--- config.mk ---
export PLATFORM = sky130hd
export DESIGN_NAME = mem_arbiter
export DESIGN_NICKNAME = d
export VERILOG_FILES = /design/src/rtl/cpu_types_pkg.sv /design/src/rtl/mem_arbiter.sv
export SDC_FILE = /design/constraint.sdc
export NUM_CORES = 1
export LEC_CHECK = 0
export CELL_PAD_IN_SITES_DETAIL_PLACEMENT = 2
export CELL_PAD_IN_SITES_GLOBAL_PLACEMENT = 2
export CORE_ASPECT_RATIO = 1.25
export CORE_UTILIZATION = 10
export DETAILED_ROUTE_END_ITERATION = 8
export GPL_TIMING_DRIVEN = 0
export PLACE_DENSITY = 0.95
export SLEW_MARGIN = 20
export SYNTH_ARGS = -nofsm -noshare
export SYNTH_HDL_FRONTEND = slang
export SYNTH_SLANG_ARGS = --single-unit
--- constraint.sdc ---
create_clock -name CLK -period 2.1 [get_ports CLK]
set_input_delay 0.21 -clock CLK [delete_from_list [all_inputs] [get_ports CLK]]
set_output_delay 0.21 -clock CLK [all_outputs]
set_load 0.01 [all_outputs]
--- src/rtl/cpu_types_pkg.sv ---
// Shared types for the CPU memory path: RAM status codes, arbiter states and the machine word.
package cpu_types_pkg;

    localparam int WORD_BITS = 32;

    typedef logic [WORD_BITS-1:0] word_t;

    typedef enum logic [1:0] {
        FREE   = 2'd0,
        BUSY   = 2'd1,
        ACCESS = 2'd2,
        ERROR  = 2'd3
    } ramstate_t;

    typedef enum logic [1:0] {
        IDLE = 2'd0,
        DACC = 2'd1,
        IACC = 2'd2
    } arb_state_t;

endpackage

--- src/rtl/mem_arbiter.sv ---
// Shares the single RAM port between fetch and data; data first, fetch owed one turn after each data hit.
// Grant registered in IDLE, RAM sees the request next cycle; requesters stall on iHit/dHit, bounded by MAX_WAIT.
module mem_arbiter
    import cpu_types_pkg::*;
#(
    parameter int WORD_W   = 32,
    parameter int MAX_WAIT = 15,
    parameter int CNT_W    = 4
) (
    input  logic              CLK,
    input  logic              RST,
    input  logic              iREN,
    input  logic [WORD_W-1:0] iaddr,
    output logic [WORD_W-1:0] iload,
    output logic              iHit,
    input  logic              dREN,
    input  logic              dWEN,
    input  logic [WORD_W-1:0] daddr,
    input  logic [WORD_W-1:0] dstore,
    output logic [WORD_W-1:0] dload,
    output logic              dHit,
    output logic              ramREN,
    output logic              ramWEN,
    output logic [WORD_W-1:0] ramaddr,
    output logic [WORD_W-1:0] ramstore,
    input  logic [WORD_W-1:0] ramload,
    input  logic [1:0]        ramstate,
    output logic              memErr
);

    arb_state_t       state;
    ramstate_t        rs;
    logic             lastD;
    logic [CNT_W-1:0] waitCnt;
    logic             dreq;
    logic             timeout;

    assign rs      = ramstate_t'(ramstate);
    assign dreq    = dREN | dWEN;
    assign timeout = (waitCnt == CNT_W'(MAX_WAIT)) || (rs == ERROR);

    always_ff @(posedge CLK) begin
        if (RST) begin
            state   <= IDLE;
            lastD   <= 1'b0;
            waitCnt <= '0;
            memErr  <= 1'b0;
        end else begin
            case (state)
                IDLE: begin
                    waitCnt <= '0;
                    // lastD means fetch is owed the next turn if it is asking
                    if (dreq && !(lastD && iREN)) begin
                        state <= DACC;
                    end else if (iREN) begin
                        state <= IACC;
                    end
                end
                DACC: begin
                    if (!dreq) begin
                        state <= IDLE;
                    end else if (rs == ACCESS) begin
                        lastD <= 1'b1;
                        state <= IDLE;
                    end else begin
                        waitCnt <= waitCnt + 1'b1;
                        if (timeout) begin
                            memErr <= 1'b1;
                            state  <= IDLE;
                        end
                    end
                end
                IACC: begin
                    if (!iREN) begin
                        state <= IDLE;
                    end else if (rs == ACCESS) begin
                        lastD <= 1'b0;
                        state <= IDLE;
                    end else begin
                        waitCnt <= waitCnt + 1'b1;
                        if (timeout) begin
                            memErr <= 1'b1;
                            state  <= IDLE;
                        end
                    end
                end
                default: state <= IDLE;
            endcase
        end
    end

    // Hits are suppressed while RST is high so a reset mid-access never completes it
    always_comb begin
        ramREN   = 1'b0;
        ramWEN   = 1'b0;
        ramaddr  = '0;
        ramstore = '0;
        iload    = '0;
        dload    = '0;
        iHit     = 1'b0;
        dHit     = 1'b0;
        case (state)
            DACC: begin
                ramREN   = dREN;
                ramWEN   = dWEN;
                ramaddr  = daddr;
                ramstore = dstore;
                dload    = ramload;
                dHit     = dreq && (rs == ACCESS) && !RST;
            end
            IACC: begin
                ramREN  = 1'b1;
                ramaddr = iaddr;
                iload   = ramload;
                iHit    = iREN && (rs == ACCESS) && !RST;
            end
            default: ;
        endcase
    end

endmodule

==> metrics, run 1 <==
Antenna Cells=0; Critical Path Fanout Max=10; post-route ant nets=0; vias in the first global route=about 3300; Req. time, crit path=1.89 ns; Pins Over Slew Limit=0; DR pass1 iterations=4; first-pass GRT wire length=18.6 mm; GRT Total Usage=0.147; DRC Markers=0; I/O Buffers=266; status=finished, final reports clean; Worst R2R End=waitCnt[3]$_SDFFE_PP0P_; Initial Util=0.103; worst path cell trace=inv_2 -> ha_4 -> buf_6 -> buf_6 -> and2_1 -> clkdlybuf4s50_1; Comb power frac=0.737; final instance area=4810 µm²; Clock Latency Late Sink=0.24 ns; Fin Clk Skew=around 0.0050 ns; Pwr Density=419 nW/µm²; Rows=51; CTS sink count=8; metal2 WL=7.57 mm; Placed Area=approximately 4500 µm²; Worst R2R Setup Slack=0.39 ns; Worst Tran Pin Value=about 0.48 ns; clock network fraction of total power=0.168; CTS Root Cell=clkbuf_16; Worst Hold Class=in2reg; Async SR Flop Fraction=0; launching point of the worst reg2reg path=state[1]$_SDFFE_PP0P_; Synth Warn #=0; RSZ-0062 raised after global routing=true; Synth Area in Adders=0.0388; critical path type=reg2out; final worst path period need=2.03 ns; synth unique cells=33; final hold slack=0.389 ns; max-cap violations=0; most used cell, CP=buf_6; fmax=0.493 GHz; CP endpoint kind=output pin; critical path arrival=1.82 ns; Max IR drop VDD=0.276 mV; Post-Synth XOR/XNOR Area=0; end point of the critical path=ramstore[7]; Sw Ratio=0.397; Layout fillers=1846; Yosys reg bits=8; layout cell share with drive strength beyond 1=0.0827; Most used DFF post-synth=dfxtp_1; Final nets=662; Syn-to-layout area delta=198%; met3 WL=1.07 mm; GP Congestion=0.793; Post-synth EDFFs=0; Setup-failing EPs final=0; Max clock buf depth=2; Seq pwr share=0.095; static leakage=about 2.6 nW; highest metal used=met4; M1 wire length=about 4.6 mm; detailed placer's ending HPWL=11.1 mm; initial antenna violation count=0; Internal=~1.2 mW; mapped cell area=roughly 1600 µm²; H-tree levels=1; worst reg-to-reg path cell count=6; IO Pins=268; Slowest-stage cell, CP=clkdlybuf4s50_1; Horiz. Die Dim=about 120 µm; Worst Setup SP=state[1]$_SDFFE_PP0P_; final wirelength=13.4 mm; critical path startpoint category=flop; pre-CTS setup slack=-0.653 ns; clk slew on worst S/H paths=about 0.04 ns; Final Hold Fails=0; register area share after synthesis=0.0992; commonest non-fill, non-tap cell in the layout=clkdlybuf4s50_1; Wirelength per Cell=18.3 µm; Post-CTS Setup Inserts=0; Worst slew margin=0.682; accumulated negative setup slack=0 ns; largest net degree at the start of global routing=11; compound-gate portion of the synthesized area=0.242; main combinational cell family by area after synthesis=simple AND/OR/NAND/NOR gates; most frequent cells in the layout=clkdlybuf4s50_1 (137), dlygate4sd2_1 (100), and2_1 (96); slowest stage delay, CP=0.52 ns; Mapped Cells=250; core area=15700 µm²; via count=2971; CTS Buf Count=3; final worst-path cycle share=0.966; Switching Power=about 0.80 mW; setup ws final=0.0709 ns; Detailed Route Iter0 Violations=46; die area=16700 µm²; hold_buf cts=0; vias per cell=4.06; DIE HEIGHT=144 µm; Tot Pwr=2.02 mW; Post-Synth Simple-Gate Area=0.550; Remaining Overflow, GRT=0; Avg Inst Size Synth=6.46 µm²; CTS tree=built; post-synthesis mux area share=0.00698; Syn Nets=390
==> layer usage <==
layer | track usage | up-vias
li1 | - | 1385
met1 | 0.140 | 1412
met2 | 0.316 | 161
met3 | 0.0272 | 13
met4 | 0.0290 | 0
met5 | 0 | -
==> layout make-up <==
type	count	area [µm²]	area share
Buffer	22	262	0.0543
Clock buffer	3	75.1	0.0156
Inverter	4	22.5	0.00468
Multi-Input combinational cell	216	1410	0.292
Sequential cell	8	163	0.0338
Tap cell	212	265	0.0551
Timing Repair Buffer	267	2620	0.544
==> metrics by stage <==
step | util | instances
final | 0.307 | 732
after global routing | 0.307 | 732
after CTS | 0.301 | 732
after detailed placement | 0.289 | 728
after global placement | 0.289 | 728
after floorplan | - | 250
==> power by group through the flow <==
stage	sequential (mW)	combinational, mW	clock (mW)
floorplan	0.183	0.576	0
global placement	0.185	1.43	0
detailed placement	0.187	1.49	0
CTS	0.191	1.53	0.346
global route	0.193	1.61	0.352
finish	0.191	1.49	0.340
==> worst max-delay path, delay by kind of cell, from the launching register on <==
family,cells,cell delay [ns]
AND/OR/NAND/NOR,1,0.12
buffers and inverters,4,0.91
flip-flops,1,0.35
adder cells (fa/ha/maj),1,0.17
==> state kept, by name, summed over array words and instances (netlist names) <==
signal / count
lastD: 1
memErr: 1
state: 2
waitCnt: 4
==> kinds of logic (layout without fill, tap and decap cells) <==
logic type,count (synthesis),in the layout
adders and majority gates,5,5
buffers and inverters,26,296
muxes,1,1
DFF,8,8
AOI/OAI and AO/OA,53,53
and+or+nand+nor,157,157
==> cells in the mapped netlist, types with 2 or more instances <==
| cell | number | area share |
|---|---|---|
| and2_1 | 96 | 0.37 |
| nor2_1 | 35 | 0.081 |
| a22oi_1 | 32 | 0.15 |
| clkbuf_1 | 19 | 0.044 |
| dfxtp_1 | 8 | 0.099 |
| nand2_1 | 6 | 0.014 |
| o21ai_0 | 6 | 0.019 |
| a21oi_1 | 5 | 0.016 |
| ha_1 | 5 | 0.039 |
| nand3_1 | 4 | 0.012 |
| buf_2 | 3 | 0.0093 |
| inv_1 | 3 | 0.0070 |
| nor3_1 | 3 | 0.0093 |
| a22o_1 | 2 | 0.011 |
| a31oi_1 | 2 | 0.0078 |
| nand4b_1 | 2 | 0.011 |
| nor2b_1 | 2 | 0.0078 |
| or3_1 | 2 | 0.0078 |
==> worst min-delay path by stage <==
stage	startpoint	end	slack (ns)	depth (start not counted)
floorplan	ramstate[1]	waitCnt[0]$_SDFFE_PP0P_	0.39	2
global placement	memErr$_SDFFE_PP0P_	memErr$_SDFFE_PP0P_	0.46	2
detailed placement	memErr$_SDFFE_PP0P_	memErr$_SDFFE_PP0P_	0.48	2
CTS	RST	memErr$_SDFFE_PP0P_	0.38	2
global route	RST	memErr$_SDFFE_PP0P_	0.45	2
finish	RST	memErr$_SDFFE_PP0P_	0.39	2
==> what timing repair did <==
item | CTS | global route
resized for setup | 172 | 36
cloned | 1 | 0
endpoints found under the setup margin | 132 | 32
endpoints found under the hold margin | 0 | 0
No activity file was read; power rests on OpenSTA's default activity.
==> run 2, diff against run 1 <==
--- a/config.mk
+++ b/config.mk
@@ -5,6 +5,7 @@
 export SDC_FILE = /design/constraint.sdc
 export NUM_CORES = 1
 export LEC_CHECK = 0
+export ABC_CLOCK_PERIOD_IN_PS = 2100
 export CELL_PAD_IN_SITES_DETAIL_PLACEMENT = 2
 export CELL_PAD_IN_SITES_GLOBAL_PLACEMENT = 2
 export CORE_ASPECT_RATIO = 1.25
@@ -12,7 +13,7 @@
 export DETAILED_ROUTE_END_ITERATION = 8
 export GPL_TIMING_DRIVEN = 0
 export PLACE_DENSITY = 0.95
-export SLEW_MARGIN = 20
+export SLEW_MARGIN = 40
 export SYNTH_ARGS = -nofsm -noshare
 export SYNTH_HDL_FRONTEND = slang
 export SYNTH_SLANG_ARGS = --single-unit
==> results of run 2 <==
The final DEF is identical to that of run 1; final timing and power are the same.
